$ cat config.mk
export PLATFORM = sky130hd
export DESIGN_NAME = argmax_13_32
export DESIGN_NICKNAME = d
export VERILOG_FILES = /design/src/rtl/nn_pkg.sv /design/src/rtl/argmax_13_32.sv
export SDC_FILE = /design/constraint.sdc
export NUM_CORES = 1
export LEC_CHECK = 0
export ABC_AREA = 0
export BUFFER_PORTS_ARGS = -buffer_cell sky130_fd_sc_hd__buf_2
export CAP_MARGIN = 20
export CORE_MARGIN = 3
export CORE_UTILIZATION = 25
export CTS_BUF_LIST = sky130_fd_sc_hd__clkbuf_4
export CTS_CLUSTER_SIZE = 16
export DETAILED_ROUTE_END_ITERATION = 12
export GPL_TIMING_DRIVEN = 0
export PLACE_DENSITY_LB_ADDON = 0.2
export SLEW_MARGIN = 20
export SYNTH_ARGS = -nofsm -noshare
export SYNTH_HDL_FRONTEND = slang
export SYNTH_SLANG_ARGS = --single-unit
$ cat constraint.sdc
create_clock -name clk -period 5.7 [get_ports clk]
set_clock_uncertainty 0.15 [all_clocks]
set_input_delay 0.855 -clock clk [delete_from_list [all_inputs] [get_ports clk]]
set_output_delay 0.855 -clock clk [all_outputs]
set_load 0.01 [all_outputs]
$ cat src/rtl/nn_pkg.sv
// Shared definitions for the classifier layer blocks: vector geometry and
// the two-state collect/emit handshake used by the streaming reducers.
package nn_pkg;

    localparam int N     = 13;
    localparam int T     = 32;
    localparam int IDX_W = 4;

    typedef enum logic {
        COLLECT = 1'b0,
        OUTPUT  = 1'b1
    } state_e;

endpackage

$ cat src/rtl/argmax_13_32.sv
// Streaming argmax: consumes N signed elements in index order, then holds
// the index and value of the maximum until the downstream accepts it.
module argmax_13_32
    import nn_pkg::*;
#(
    parameter int N = nn_pkg::N,
    parameter int T = nn_pkg::T
) (
    input  logic                 clk,
    input  logic                 reset,
    input  logic                 s_valid,
    output logic                 s_ready,
    input  logic signed [T-1:0]  data_in,
    output logic                 m_valid,
    input  logic                 m_ready,
    output logic [IDX_W-1:0]     idx_out,
    output logic signed [T-1:0]  max_out
);

    localparam logic [IDX_W-1:0] LAST = IDX_W'(N - 1);

    state_e                state_q, state_d;
    logic [IDX_W-1:0]      cnt_q, cnt_d;
    logic [IDX_W-1:0]      idx_q, idx_d;
    logic signed [T-1:0]   max_q, max_d;
    logic                  m_valid_q, m_valid_d;
    logic                  accept;

    // Strict greater-than keeps the earlier index on ties.
    function automatic logic is_greater(input logic signed [T-1:0] a,
                                        input logic signed [T-1:0] b);
        return a > b;
    endfunction

    assign s_ready = (state_q == COLLECT) && !reset;
    assign accept  = s_valid && s_ready;

    always_comb begin
        state_d   = state_q;
        cnt_d     = cnt_q;
        idx_d     = idx_q;
        max_d     = max_q;
        m_valid_d = m_valid_q;
        case (state_q)
            COLLECT: begin
                if (accept) begin
                    if ((cnt_q == '0) || is_greater(data_in, max_q)) begin
                        max_d = data_in;
                        idx_d = cnt_q;
                    end
                    if (cnt_q == LAST) begin
                        cnt_d     = '0;
                        state_d   = OUTPUT;
                        m_valid_d = 1'b1;
                    end else begin
                        cnt_d = cnt_q + 1'b1;
                    end
                end
            end
            OUTPUT: begin
                // Result is frozen until the downstream takes it.
                if (m_valid_q && m_ready) begin
                    state_d   = COLLECT;
                    m_valid_d = 1'b0;
                end
            end
        endcase
    end

    always_ff @(posedge clk) begin
        if (reset) begin
            state_q   <= COLLECT;
            cnt_q     <= '0;
            idx_q     <= '0;
            max_q     <= '0;
            m_valid_q <= 1'b0;
        end else begin
            state_q   <= state_d;
            cnt_q     <= cnt_d;
            idx_q     <= idx_d;
            max_q     <= max_d;
            m_valid_q <= m_valid_d;
        end
    end

    assign m_valid = m_valid_q;
    assign idx_out = idx_q;
    assign max_out = max_q;

endmodule

# Word-level counts from Yosys, hierarchy flattened
# Index checks and enable logic that the tools add are counted.
word_totals:
  register_bits: 42
  latch_bits: 0
  mem_bits_rw: 0
  romBits: 0
  output_inout_bits: 38
  elab_cells: 30
  memories: 0
classes:
  add_sub_neg: 1
  n_mul: 0
  div_mod_pow: 0
  magnitude_cmp: 1
  n_eq_ne: 4
  shift: 0
  n_mux: 9
  bitwise_logic: 1
  n_reduce_logical: 9
op_table:
  columns: ["cell", "count"]
  rows:
  - ["$gt A32 B32 Y1", 1]
  - ["$mux W1", 6]
  - ["$reduce_and A3 Y1", 2]
  - ["$add A4 B1 Y4 const B", 1]
  - ["$eq A4 B4 Y1 const B", 1]
  - ["$logic_not A4 Y1", 1]
  - ["$mux W4", 1]
  - ["$ne A2 B1 Y1 const B", 2]
  - ["$pmux W1 S2", 2]
  - ["$logic_and A1 B1 Y1", 3]
  - ["$ne A2 B2 Y1 const B", 1]
  - ["$reduce_and A2 Y1", 1]
  - ["$logic_not A1 Y1", 1]
  - ["$logic_or A1 B1 Y1", 1]
  - ["$not A1 Y1", 1]

# Depth between registers and ports, before layout
depth:
  word_depth: 5
  depth_mapped: 11
  ltp_nobuf: 10

# Least setup slack after synthesis
# OpenSTA, ideal clock, no wires.
synth_timing:
  path_type: "in2reg"
  from: "in data_in[31]"
  to: "reg idx_q[0] (netlist: idx_out[0])"
  setup_time_ns: 0.070
  arrival_ns: 2.950
  t_required_ns: 5.480
  slack_ns: 2.530
  cell_stages: 10
  path_cell_list: "ha_1 > nand2_2 > nor4_4 > nand2_1 > or3_1 > o2111ai_2 > mux2i_2 > buf_2 > nand3_1 > a21oi_1"
synth_via:
  elab_chain_len: 3
synth_lines:
  columns: ["element", "line", "rtl"]
  rows:
  - ["start: declaration", "argmax_13_32.sv:13", "input logic signed [T-1:0] data_in,"]
  - ["$gt A32 B32 Y1", "argmax_13_32.sv:32", "return a > b;"]
  - ["$logic_or A1 B1 Y1", "argmax_13_32.sv:47", "if ((cnt_q == '0) || is_greater(data_in, max_q)) begin"]
  - ["$reduce_and A3 Y1 (no line)", null, null]
  - ["end signal: assignment", "argmax_13_32.sv:80", "idx_q <= idx_d;"]
  - ["end: declaration", "argmax_13_32.sv:24", "logic [IDX_W-1:0] idx_q, idx_d;"]
# Every way passes these cells.
# A chain may end at the register's enable or synchronous reset.

# Worst setup path in the final report
layout_timing:
  from: "in data_in[31]"
  to: "reg max_q[14] (netlist: max_out[14])"
layout_via:
  elab_chain_len: 3
layout_lines:
  columns: ["element", "line", "rtl"]
  rows:
  - ["$gt A32 B32 Y1", "argmax_13_32.sv:32", null]
  - ["$logic_or A1 B1 Y1", "argmax_13_32.sv:47", null]
  - ["$reduce_and A3 Y1 (no line)", null, null]
  - ["end signal: assignment", "argmax_13_32.sv:81", "max_q <= max_d;"]
  - ["end: declaration", "argmax_13_32.sv:25", "logic signed [T-1:0] max_q, max_d;"]
# Every way passes these cells.

==> impl_results.html <==
<table>
<tr><th>Metric</th><th>Value</th></tr>
<tr><th colspan="2">Setup path</th></tr>
<tr><td>R2r setup slk</td><td>2440 ps</td></tr>
<tr><td>Worst Path Class, Setup</td><td>in2reg</td></tr>
<tr><td>Highest cell delay on the worst timing path</td><td>between 500 and 600 ps</td></tr>
<tr><td>Required time worst endpoint</td><td>5840 ps</td></tr>
<tr><td>Max FO, Critical Path</td><td>10</td></tr>
<tr><td>Reg2reg start</td><td>max_out[27]</td></tr>
<tr><td>Arrival time of data at the critical path endpoint</td><td>3580 ps</td></tr>
<tr><td>CP Launch Type</td><td>input pin</td></tr>
<tr><td>Worst reg2reg path endpoint</td><td>max_out[14]</td></tr>
<tr><td>Most prevalent standard cell on the critical path</td><td>sky130_fd_sc_hd__buf_2</td></tr>
<tr><td>Cell type of the slowest stage on the worst timing path</td><td>sky130_fd_sc_hd__mux2i_2</td></tr>
<tr><td>Register-to-Register Path Depth</td><td>11</td></tr>
<tr><td>Critical path cell sequence</td><td>buf_2 &gt; ha_1 &gt; nand2_2 &gt; nor4_4 &gt; nand2_1 &gt; or3_1 &gt; o2111ai_2 &gt; mux2i_2 &gt; buf_2 &gt; nand3_1 &gt; a21oi_1</td></tr>
<tr><td>Kind of end point of the critical path</td><td>flip-flop</td></tr>
<tr><th colspan="2">Logic synthesis</th></tr>
<tr><td>Combined area of all synthesized cells</td><td>about 2500 um2</td></tr>
<tr><td>Portion of the post-synthesis area used by sequential elements</td><td>0.336</td></tr>
<tr><td>Mapped Avg Cell Area</td><td>roughly 7.8 um2</td></tr>
<tr><td>Syn Nets</td><td>a little under 400</td></tr>
<tr><td>Number of synthesis warnings</td><td>0</td></tr>
<tr><td>Distinct cell type count of the synthesized netlist</td><td>35</td></tr>
<tr><td>Post-Synthesis Cells</td><td>between 300 and 400</td></tr>
<tr><td>Synth Register Bits</td><td>42</td></tr>
<tr><th colspan="2">Layout</th></tr>
<tr><td>Count of inserted antenna diode cells</td><td>0</td></tr>
<tr><td>P&amp;R area growth vs syn</td><td>24.9%</td></tr>
<tr><td>Most common library cell in the layout ignoring fill and taps</td><td>sky130_fd_sc_hd__buf_2</td></tr>
<tr><td>Number of nets at the end of the flow</td><td>roughly 470</td></tr>
<tr><td>Number of fillers in the final layout</td><td>roughly 1100</td></tr>
<tr><td>Post-layout util</td><td>0.329</td></tr>
<tr><td>Proportion of layout cells with a drive suffix above 1</td><td>0.226</td></tr>
<tr><td>Leading cell types in the layout, fill and taps excluded</td><td>75 x sky130_fd_sc_hd__buf_2, 54 x sky130_fd_sc_hd__a21oi_1, 42 x sky130_fd_sc_hd__dfxtp_1</td></tr>
<tr><th colspan="2">GRT</th></tr>
<tr><td>Global-route wire length before repair</td><td>11800 um</td></tr>
<tr><td>Pin count of the biggest net entering global routing</td><td>14</td></tr>
<tr><td>Antenna violations before repair</td><td>0</td></tr>
<tr><td>Vias in the first global route</td><td>2413</td></tr>
<tr><td>Total congestion overflow after global routing</td><td>0</td></tr>
<tr><td>Gr usage total</td><td>0.128</td></tr>
<tr><th colspan="2">Floorplan</th></tr>
<tr><td>Core region area</td><td>between 9000 and 10000 um2</td></tr>
<tr><td>Die Y</td><td>roughly 110 um</td></tr>
<tr><td>Total die area</td><td>about 11000 um2</td></tr>
<tr><td>Initial core utilization</td><td>0.263</td></tr>
<tr><td>Width of the die</td><td>~110 um</td></tr>
<tr><td>Number of ports placed on the die boundary</td><td>74</td></tr>
<tr><td>Number of placement rows</td><td>35</td></tr>
<tr><th colspan="2">CTS</th></tr>
<tr><td>Clock-pin transition on the worst setup and hold timing paths</td><td>approximately 130 ps</td></tr>
<tr><td>H-tree levels</td><td>2</td></tr>
<tr><td>Hold buffers post-CTS</td><td>0</td></tr>
<tr><td>Post-CTS repair timing setup buffer count</td><td>0</td></tr>
<tr><td>Clock latency reported for the late side of the worst-skew pair</td><td>360 ps</td></tr>
<tr><td>Root cell of the clock tree</td><td>sky130_fd_sc_hd__clkbuf_4</td></tr>
<tr><td>CTS tree</td><td>done</td></tr>
<tr><td>Worst-case clock buffer depth</td><td>2</td></tr>
<tr><td>Number of resized instances in the post-cts repair step</td><td>0</td></tr>
<tr><td>Sink count of the clock tree</td><td>42</td></tr>
<tr><td>Number of buffers inserted during clock tree synthesis</td><td>5</td></tr>
<tr><th colspan="2">Power and ir drop</th></tr>
<tr><td>Leakage power</td><td>1.29 nW</td></tr>
<tr><td>Proportion of power drawn by combinational gates</td><td>0.228</td></tr>
<tr><td>Net switching power of the design</td><td>around 0.22 mW</td></tr>
<tr><td>Peak ir drop on the vdd network</td><td>0.0000800 V</td></tr>
<tr><td>Sequential share of power</td><td>0.438</td></tr>
<tr><td>Sw Ratio</td><td>0.300</td></tr>
<tr><td>Power density normalized to cell area</td><td>about 230 nW/um2</td></tr>
<tr><td>Final Power</td><td>0.726 mW</td></tr>
<tr><td>Internal cell power</td><td>0.508 mW</td></tr>
<tr><td>Clk pwr share</td><td>0.334</td></tr>
<tr><th colspan="2">STA</th></tr>
<tr><td>Number of max-slew violations in the final report</td><td>0</td></tr>
<tr><td>Final number of setup-violating endpoints</td><td>0</td></tr>
<tr><td>Total Neg Setup Slack</td><td>0 ps</td></tr>
<tr><td>Crit path time final</td><td>between 3000 and 4000 ps</td></tr>
<tr><td>Peak clock frequency supported by timing</td><td>approximately 290 MHz</td></tr>
<tr><td>RSZ-0062 raised after global routing</td><td>no</td></tr>
<tr><td>Slew of the pin with the lowest slew margin</td><td>719 ps</td></tr>
<tr><td>Share of the clock period used by the worst path after layout</td><td>0.604</td></tr>
<tr><td>Tightest slew margin relative to the limit</td><td>0.519</td></tr>
<tr><td>Number of hold violations in the final report</td><td>0</td></tr>
<tr><td>Post-Route Hold Slack</td><td>337 ps</td></tr>
<tr><th colspan="2">Route</th></tr>
<tr><td>Number of nets still failing antenna checks after routing</td><td>0</td></tr>
<tr><td>Via density per instance</td><td>4.73</td></tr>
<tr><td>Wire length per cell</td><td>approximately 14 um</td></tr>
<tr><td>Vias</td><td>between 2000 and 2500</td></tr>
<tr><td>Final Routed Wirelength</td><td>approximately 7400 um</td></tr>
<tr><td>DRC violations left</td><td>0</td></tr>
<tr><td>Number of DRC markers in iteration 0</td><td>89</td></tr>
<tr><td>First-pass iteration count of the detailed router</td><td>4</td></tr>
<tr><th colspan="2">Worst hold path</th></tr>
<tr><td>Path category of the worst min-delay check</td><td>reg2reg</td></tr>
<tr><td>End point of the most critical hold path</td><td>state_q</td></tr>
<tr><td>Worst hold path stage count</td><td>2</td></tr>
<tr><td>Worst min-delay path startpoint</td><td>state_q</td></tr>
<tr><th colspan="2">Place</th></tr>
<tr><td>PortBufs</td><td>between 70 and 80</td></tr>
<tr><td>HPWL after DPL</td><td>~5500 um</td></tr>
<tr><td>Routability congestion estimate</td><td>between 0.7 and 0.8</td></tr>
<tr><th colspan="2">Status</th></tr>
<tr><td>Outcome</td><td>complete, no violations</td></tr>
<tr><th colspan="2">Job</th></tr>
<tr><td># Max-Cap Violations</td><td>0</td></tr>
</table>
==> layer usage <==
| metal | vias up | routed length (um) | global-route usage |
|---|---|---|---|
| li1 | 1280 | - | - |
| met4 | 0 | 57 | 0.0305 |
| met2 | 60 | 3430 | 0.219 |
| met3 | 4 | 291 | 0.0200 |
| met5 | - | 0 | 0 |
| met1 | 1153 | 3570 | 0.170 |
==> power groups by stage <==
| stage | sequential [mW] | combinational [mW] | clock [mW] |
|---|---|---|---|
| detailed placement | 0.325 | 0.167 | 0 |
| finish | 0.318 | 0.166 | 0.243 |
| CTS | 0.318 | 0.168 | 0.253 |
| global placement | 0.324 | 0.165 | 0 |
| floorplan | 0.329 | 0.100 | 0 |
| global route | 0.320 | 0.188 | 0.264 |
==> worst max-delay path by stage <==
| stage | to | cells after the start | startpoint | slack, ps |
|---|---|---|---|---|
| 2_1_floorplan | idx_out[0] | 10 | data_in[31] | 2530 |
| 3_3_place_gp | idx_out[3] | 11 | data_in[27] | 1840 |
| 3_5_place_dp | max_out[11] | 11 | data_in[27] | 1870 |
| 4_1_cts | max_out[11] | 11 | data_in[27] | 2240 |
| 5_1_grt | max_out[13] | 10 | data_in[10] | 2030 |
| 6_report | max_out[14] | 11 | data_in[31] | 2260 |
==> metrics by stage <==
stage,cell area [um2],setup WS (ps),std cells
2_1_floorplan,2500,2530,319
3_3_place_gp,3020,1840,520
3_5_place_dp,3020,1870,520
4_1_cts,3130,2240,528
5_1_grt,3130,2030,528
6_report,3130,2260,528
==> critical path: cells and delay by family <==
family,cells,cell delay [ps]
and+or+nand+nor,5,1090
muxes,1,570
buffers and inverters,2,450
adders and majority gates,1,340
AOI/OAI and AO/OA,2,260
==> registers in the layout, indices dropped and copies added (netlist names) <==
| register | cells |
|---|---|
| idx_out | 4 |
| state_q | 1 |
| m_valid | 1 |
| cnt_q | 4 |
| max_out | 32 |
==> layout make-up <==
class                      count  area, um2  share of cell area
tap                          129        161              0.0516
buffer                        18       93.8              0.0300
inverter                      36        135              0.0432
clock inverter                 3       63.8              0.0204
timing repair buffer          72        360               0.115
sequential                    42        841               0.269
clock buffer                   5       37.5              0.0120
multi-input combinational    223       1430               0.458
==> Yosys cell counts, drive strengths merged <==
cell,n,area [um2]
a211oi,1,7.51
a21boi,1,7.51
a21oi,54,270
a221o,1,10.0
a221oi,1,8.76
a311oi,1,8.76
and2,1,6.26
and4,1,8.76
buf,8,56.3
clkbuf,10,37.5
dfxtp,42,841
ha,34,425
inv,36,135
mux2,1,15.0
mux2i,1,13.8
nand2,23,88.8
nand3,39,195
nand3b,1,7.51
nand4,3,18.8
nor2,5,18.8
nor3,2,10.0
nor3b,2,15.0
nor4,2,27.5
nor4b,1,8.76
o2111ai,1,15.0
o21ai,43,215
o31ai,1,7.51
or3,1,6.26
or4,1,7.51
xnor2,1,8.76
==> logic make-up after synthesis <==
kind of cell / share of synthesized area
AOI/OAI and AO/OA: 0.220
and+or+nand+nor: 0.168
buffers and inverters: 0.0915
DFF: 0.336
adders and majority gates: 0.170
muxes: 0.0115
xor gates and xnor gates: 0.00350
(Power assumes the default switching activity.)
